<file path="src/rtl/c_mutex_pkg.sv">
// ---------------------------------------------------------------------------
// c_mutex_pkg
// Shared definitions for the split/merge mutex blocks: channel count, select
// width, the transaction FSM state encoding and a select legality helper.
// ---------------------------------------------------------------------------
package c_mutex_pkg;

    localparam int NUM_CH = 9;
    localparam int SEL_W  = 4;

    typedef enum logic [1:0] {
        ST_IDLE    = 2'd0,
        ST_ISSUE   = 2'd1,
        ST_WAIT    = 2'd2,
        ST_RELEASE = 2'd3
    } state_e;

    // A select value is legal when it names an existing channel.
    function automatic logic sel_legal(input logic [SEL_W-1:0] sel);
        return sel <= SEL_W'(NUM_CH - 1);
    endfunction

endpackage

</file>
<file path="src/rtl/c_split_timer.sv">
// ---------------------------------------------------------------------------
// c_split_timer
// Watchdog counter for the WAIT state of the split mutex.
//   clk     : clock
//   rst     : synchronous active-low reset (count -> 0)
//   clear   : zero the count (asserted the cycle before WAIT is entered)
//   enable  : count while high (high in WAIT)
//   limit   : number of enabled cycles after which expired asserts
//   expired : combinational, high in the enabled cycle that is the
//             limit-th one since the last clear
// ---------------------------------------------------------------------------
module c_split_timer #(
    parameter int unsigned CNT_W = 8
) (
    input  logic             clk,
    input  logic             rst,
    input  logic             clear,
    input  logic             enable,
    input  logic [CNT_W-1:0] limit,
    output logic             expired
);

    logic [CNT_W-1:0] count_q;
    logic [CNT_W-1:0] count_d;

    // Count starts at 0 in the first WAIT cycle, so the limit-th cycle of
    // WAIT is the one where the count equals limit-1.
    assign expired = enable && (count_q >= (limit - CNT_W'(1)));

    always_comb begin
        count_d = count_q;
        if (clear) begin
            count_d = '0;
        end else if (enable && !expired) begin
            count_d = count_q + CNT_W'(1);
        end
    end

    always_ff @(posedge clk) begin
        if (!rst) begin
            count_q <= '0;
        end else begin
            count_q <= count_d;
        end
    end

endmodule

</file>
<file path="src/rtl/c_mutex_split9.sv">
// ---------------------------------------------------------------------------
// c_mutex_split9
// Routes one upstream request/completion handshake to one of nine downstream
// channels, one transaction at a time.
//   clk     : clock, all state on the rising edge
//   rst     : synchronous active-low reset
//   i_drive : upstream request pulse
//   i_sel   : destination channel (0..8), sampled with i_drive
//   o_free  : upstream completion pulse
//   o_drive : per-channel downstream request pulses
//   i_free  : per-channel downstream completion pulses
//   o_busy  : high whenever the FSM is not IDLE
//   o_err   : sticky protocol-error flag, cleared only by reset
// Optional feature: define C_MUTEX_SPLIT9_TIMEOUT_EN to add a WAIT watchdog
// of TIMEOUT_CYCLES cycles that forces completion and flags an error.
// ---------------------------------------------------------------------------
module c_mutex_split9
    import c_mutex_pkg::*;
#(
    parameter int unsigned TIMEOUT_CYCLES = 255
) (
    input  logic              clk,
    input  logic              rst,
    input  logic              i_drive,
    input  logic [SEL_W-1:0]  i_sel,
    output logic              o_free,
    output logic [NUM_CH-1:0] o_drive,
    input  logic [NUM_CH-1:0] i_free,
    output logic              o_busy,
    output logic              o_err
);

    state_e              state_q, state_d;
    logic [SEL_W-1:0]    sel_q, sel_d;
    logic                err_q, err_d;
    logic [NUM_CH-1:0]   drive_q, drive_d;
    logic                free_q, free_d;
    logic                busy_q, busy_d;

    logic [NUM_CH-1:0]   sel_onehot;
    logic                free_sel;
    logic                free_other;
    logic                timeout_hit;

    // Per-channel decode of the latched select, and the registered request
    // pulse computed from the next state so it lines up with ISSUE.
    for (genvar gi = 0; gi < NUM_CH; gi++) begin : g_ch
        assign sel_onehot[gi] = (sel_q == SEL_W'(gi));
        assign drive_d[gi]    = (state_d == ST_ISSUE) && (sel_d == SEL_W'(gi));
    end

    assign free_sel   = |(i_free & sel_onehot);
    assign free_other = |(i_free & ~sel_onehot);

`ifdef C_MUTEX_SPLIT9_TIMEOUT_EN
    localparam int unsigned TMO_W = $clog2(TIMEOUT_CYCLES + 1);

    // Cleared during ISSUE so the count is zero on the first WAIT cycle.
    c_split_timer #(
        .CNT_W (TMO_W)
    ) u_timer (
        .clk     (clk),
        .rst     (rst),
        .clear   (state_q == ST_ISSUE),
        .enable  (state_q == ST_WAIT),
        .limit   (TMO_W'(TIMEOUT_CYCLES)),
        .expired (timeout_hit)
    );
`else
    assign timeout_hit = 1'b0;
`endif

    always_comb begin
        state_d = state_q;
        sel_d   = sel_q;
        err_d   = err_q;

        case (state_q)
            ST_IDLE: begin
                if (i_drive) begin
                    if (sel_legal(i_sel)) begin
                        sel_d   = i_sel;
                        state_d = ST_ISSUE;
                    end else begin
                        // Bad channel: complete upstream without any request.
                        state_d = ST_RELEASE;
                        err_d   = 1'b1;
                    end
                end
            end
            ST_ISSUE: begin
                state_d = ST_WAIT;
            end
            ST_WAIT: begin
                // A real completion wins over a watchdog expiry in the same cycle.
                if (free_sel) begin
                    state_d = ST_RELEASE;
                end else if (timeout_hit) begin
                    state_d = ST_RELEASE;
                    err_d   = 1'b1;
                end
            end
            ST_RELEASE: begin
                state_d = ST_IDLE;
            end
            default: begin
                state_d = ST_IDLE;
            end
        endcase

        // Protocol violations: requests while busy, completions that do not
        // belong to the outstanding transaction.
        if (i_drive && (state_q != ST_IDLE)) begin
            err_d = 1'b1;
        end
        if (state_q == ST_WAIT) begin
            if (free_other) begin
                err_d = 1'b1;
            end
        end else if (|i_free) begin
            err_d = 1'b1;
        end
    end

    always_comb begin
        free_d = (state_d == ST_RELEASE);
        busy_d = (state_d != ST_IDLE);
    end

    always_ff @(posedge clk) begin
        if (!rst) begin
            state_q <= ST_IDLE;
            sel_q   <= '0;
            err_q   <= 1'b0;
            drive_q <= '0;
            free_q  <= 1'b0;
            busy_q  <= 1'b0;
        end else begin
            state_q <= state_d;
            sel_q   <= sel_d;
            err_q   <= err_d;
            drive_q <= drive_d;
            free_q  <= free_d;
            busy_q  <= busy_d;
        end
    end

    assign o_drive = drive_q;
    assign o_free  = free_q;
    assign o_busy  = busy_q;
    assign o_err   = err_q;

endmodule

</file>
<file path="config.mk">
export PLATFORM = sky130hd
export DESIGN_NAME = c_mutex_split9
export DESIGN_NICKNAME = d
export VERILOG_FILES = /design/src/rtl/c_mutex_pkg.sv /design/src/rtl/c_split_timer.sv /design/src/rtl/c_mutex_split9.sv
export SDC_FILE = /design/constraint.sdc
export NUM_CORES = 1
export LEC_CHECK = 0
export CORE_ASPECT_RATIO = 1.2
export CORE_MARGIN = 2
export CORE_UTILIZATION = 51
export CTS_CLUSTER_SIZE = 30
export DETAILED_ROUTE_END_ITERATION = 7
export PLACE_DENSITY = 0.85
export SLEW_MARGIN = 0
export SYNTH_ARGS = -nofsm -noshare
export SYNTH_HDL_FRONTEND = slang
export SYNTH_SLANG_ARGS = --single-unit
</file>
<file path="constraint.sdc">
create_clock -name clk -period 5.7 [get_ports clk]
set_clock_uncertainty 0.2 [all_clocks]
set_input_delay 1.14 -clock clk [delete_from_list [all_inputs] [get_ports clk]]
set_output_delay 1.14 -clock clk [all_outputs]
set_load 0.02 [all_outputs]
</file>
==> results.env <==
FIRST_ITER_VIOLATIONS=45
CTS_MAX_LEVEL=1
CRITICAL_PATH_SLOWEST_STAGE_CELL='clkdlybuf4s50_1'
POST-ROUTE-MIN-PERIOD_NS=2.814
DRC_ERRORS=0
RUN_STATUS='finished clean'
IO_BUFFERS=27
MULTI_INPUT_COMB_AREA_UM2=641.9
TIMING.CRITICAL_PATH.TO_TYPE='register'
SYNTH_CELLS=129
CLK_TRANSITION_REPORTED_PATHS_NS=0.10
POWER.DENSITY_nW_PER_UM2=311.6
NUMBER_OF_BUFFERS_ADDED_TO_FIX_HOLD_VIOLATIONS_AFTER_CTS=0
POWER.STATIC_LEAKAGE_nW=0.4906
FINAL-SETUP-VIOL-COUNT=0
REG2REG_DEPTH=7
MAX-SLEW-MARGIN-REL=0.6230
FIN_TNS_SETUP_NS=0
CRITICAL-PATH-MAX-STAGE-DELAY_NS=0.49
REMAINING_OVERFLOW_GRT=0
WORSTHOLDSTART='state_q[1]'
FINALCRITPERIODSHARE=0.4937
HOLD_CLASS='reg2reg'
START_KIND='primary input'
DIEHEIGHT_UM=54.08
SYNTH.AVG_CELL_AREA_UM2=8.264
START_UTIL=0.5259
MAXCAP_VIOL_COUNT=0
ITERATION_COUNT_OF_THE_INITIAL_DETAILED_ROUTING_PASS=4
WORST_SLEW_PIN_TRAN_NS=0.5648
MAXCLOCKFREQUENCY_GHz=0.3554
TOTAL_DIE_AREA_UM2=2473
RSZ0062_AT_GRT='no'
FIRST_PASS_GRT_WIRE_LENGTH_UM=4133
AREA.SEQUENTIAL_UM2=360.3
FINAL_NET_COUNT=172
CLOCK_TREE_BUFFER_DEPTH=2
FINALWEIGHTEDCONGESTION=0.9374
SYNTH.FF_LATCH_COUNT=18
SYNTH_EDF_COUNT=0
CTS.ROOT.BUFFER_CELL='clkbuf_4'
TIMING.CRITICAL_PATH.REQUIRED_NS=5.70
TOTALWIRELENGTH_UM=2536
FLOW.AREA_GROWTH_FROM_SYNTHESIS_PCT=27.93
TRITONCTS.NUM_BUFFERS=3
YOSYS.CELL_TYPES.COUNT=46
ANTENNA_CELLS_INSERTED=0
CRITPATHMAXFANOUT=5
YOSYSSEQAREASHARE=0.3380
CTS_TREE='done'
REGTOREGENDPOINT='o_drive[4]'
CTS_RESIZED=0
DIE_X_UM=45.74
CRITPATHARRIVALTIME_NS=2.82
SUMMED_INSTANCE_AREA_OF_THE_SYNTHESIZED_NETLIST_UM2=1066
CELLS_ON_WORST_HOLD_PATH=2
VIAS_PER_CELL=6.220
YS_WARN_COUNT=0
CRIT_CHAIN='clkdlybuf4s50_1 -> o31ai_2 -> nand2_1 -> a21o_1 -> or4_1 -> o211a_1'
VIA_COUNT_OF_THE_FIRST_GLOBAL_ROUTING_PASS=961
FILLERINSTANCES=172
FINALHOLDVIOLCOUNT=0
POSTLAYOUTSETUPSLACKWORST_NS=2.886
CRIT_TYPE='in2reg'
CTS.SINKS=18
GRT_USAGE=0.2340
PLACEMENT_ROWS=18
GRT_ANTENNA_BEFORE_REPAIR=0
LAYOUT-DRIVE-GT1-SHARE=0.05882
YS_DOMINANT_REG_CELL='dfxtp_1'
CORE-AREA_UM2=2027
VIA_COUNT=1076
SETUP.REG_TO_REG.WORST_SLACK_NS=3.56
SYNTH_NETS=147
DRT-WIRELENGTH-PER-CELL_UM=14.66
IO_PINS=28
CLK-INSERTION-DELAY-LATE_NS=0.30
CRITICAL_PATH.REG2REG.STARTPOINT='state_q[1]'
FINAL_MAX_SLEW_VIOL_COUNT=0
GRT_MAX_DEGREE=18
POSTROUTEANTENNANETS=0
VDD.IR_DROP.WORST_V=0.0002443
WORSTHOLDENDPOINT='state_q[1]'
CTS_POST_SETUP_BUFFERS_INSERTED=0
DP_HPWL_UM=1946
PLACEMENT.SETUP.WORST_SLACK_NS=2.572
SYNTHARSTFLOPSHARE=0
## stage by stage
| step | hold slack [ns] | cell area (µm²) | instances | total power [mW] | utilization |
|---|---|---|---|---|---|
| 6_report | 0.4201 | 1364 | 173 | 0.4250 | 0.6728 |
| 5_1_grt | 0.4450 | 1364 | 173 | 0.4541 | 0.6728 |
| 4_1_cts | 0.4195 | 1364 | 173 | 0.4251 | 0.6728 |
| 3_5_place_dp | 0.3998 | 1328 | 169 | 0.3464 | 0.6549 |
| 3_3_place_gp | 0.3784 | 1328 | 169 | 0.3418 | 0.6549 |
| 2_1_floorplan | 0.3341 | 1066 | 129 | 0.2898 | - |
## registers in the layout, summed over array words and instances, names as in the netlist
signal / count
o_busy: 1
o_err: 1
o_free: 1
o_drive: 9
sel_q: 4
state_q: 2
## layout make-up
type                       count  share of cell area
inverter                       8             0.02202
timing repair buffer          27              0.1982
tap                           20             0.01835
multi-input combinational     96              0.4706
sequential                    18              0.2642
clock buffer                   4             0.02661
## layout by cell type, fill, tap and decap left out, types with 3 or more instances in the layout
cell type and instances:
nand2_1 10, nor2_1 7, dfxtp_1 18, and2_1 4, o21ai_0 4, nor3_1 9
nand3b_1 4, inv_1 8, a31oi_1 6, clkbuf_4 3, nor2b_1 3, clkdlybuf4s50_1 27
a21oi_1 5
## power breakdown
group	internal (mW)	switching, mW
clock	0.0390	0.0413
sequential	0.142	0.0158
combinational	0.0817	0.106
total	0.262	0.163
## cell usage after synthesis, types with 3 or more instances
library cell | number | area, µm²
dfxtp_1 | 18 | 360.4
nand2_1 | 10 | 37.54
nor3_1 | 9 | 45.04
inv_1 | 8 | 30.03
nor2_1 | 7 | 26.28
a31oi_1 | 6 | 37.54
buf_2 | 6 | 30.03
a21oi_1 | 5 | 25.02
and2_1 | 4 | 25.02
nand3b_1 | 4 | 30.03
o21ai_0 | 4 | 20.02
nor2b_1 | 3 | 18.77
## critical path: cells and delay by family
kind	cells	cell delay, ns
buffers and inverters	1	0.49
and+or+nand+nor	2	0.55
AOI/OAI and AO/OA	3	0.63
## metal layers
layer	track usage	vias to the layer above	wire, µm
li1	-	536	-
met1	0.2823	493	1050
met2	0.3897	40	1277
met3	0.03020	7	135
met4	0.1381	0	72
met5	0	-	0
## kinds of logic (layout without fill, tap and decap cells)
| kind of cell | after synthesis | after routing | share of synthesized area |
|---|---|---|---|
| buffers and inverters | 15 | 39 | 0.05986 |
| muxes | 1 | 1 | 0.009390 |
| DFF | 18 | 18 | 0.3380 |
| AOI/OAI and AO/OA | 39 | 39 | 0.2735 |
| adders and majority gates | 2 | 2 | 0.02347 |
| and+or+nand+nor | 54 | 54 | 0.2958 |
## worst max path at each step
stage                       endpoint      from  slack, ns
after floorplan                o_err  i_sel[0]       3.18
after global placement         o_err  i_sel[0]       2.60
after detailed placement       o_err  i_sel[0]       2.57
after CTS                      o_err  i_sel[0]       2.88
after global routing      o_drive[5]   i_drive       2.78
final                          o_err  i_sel[0]       2.89
Note: power is estimated with default switching activity, not from simulation.
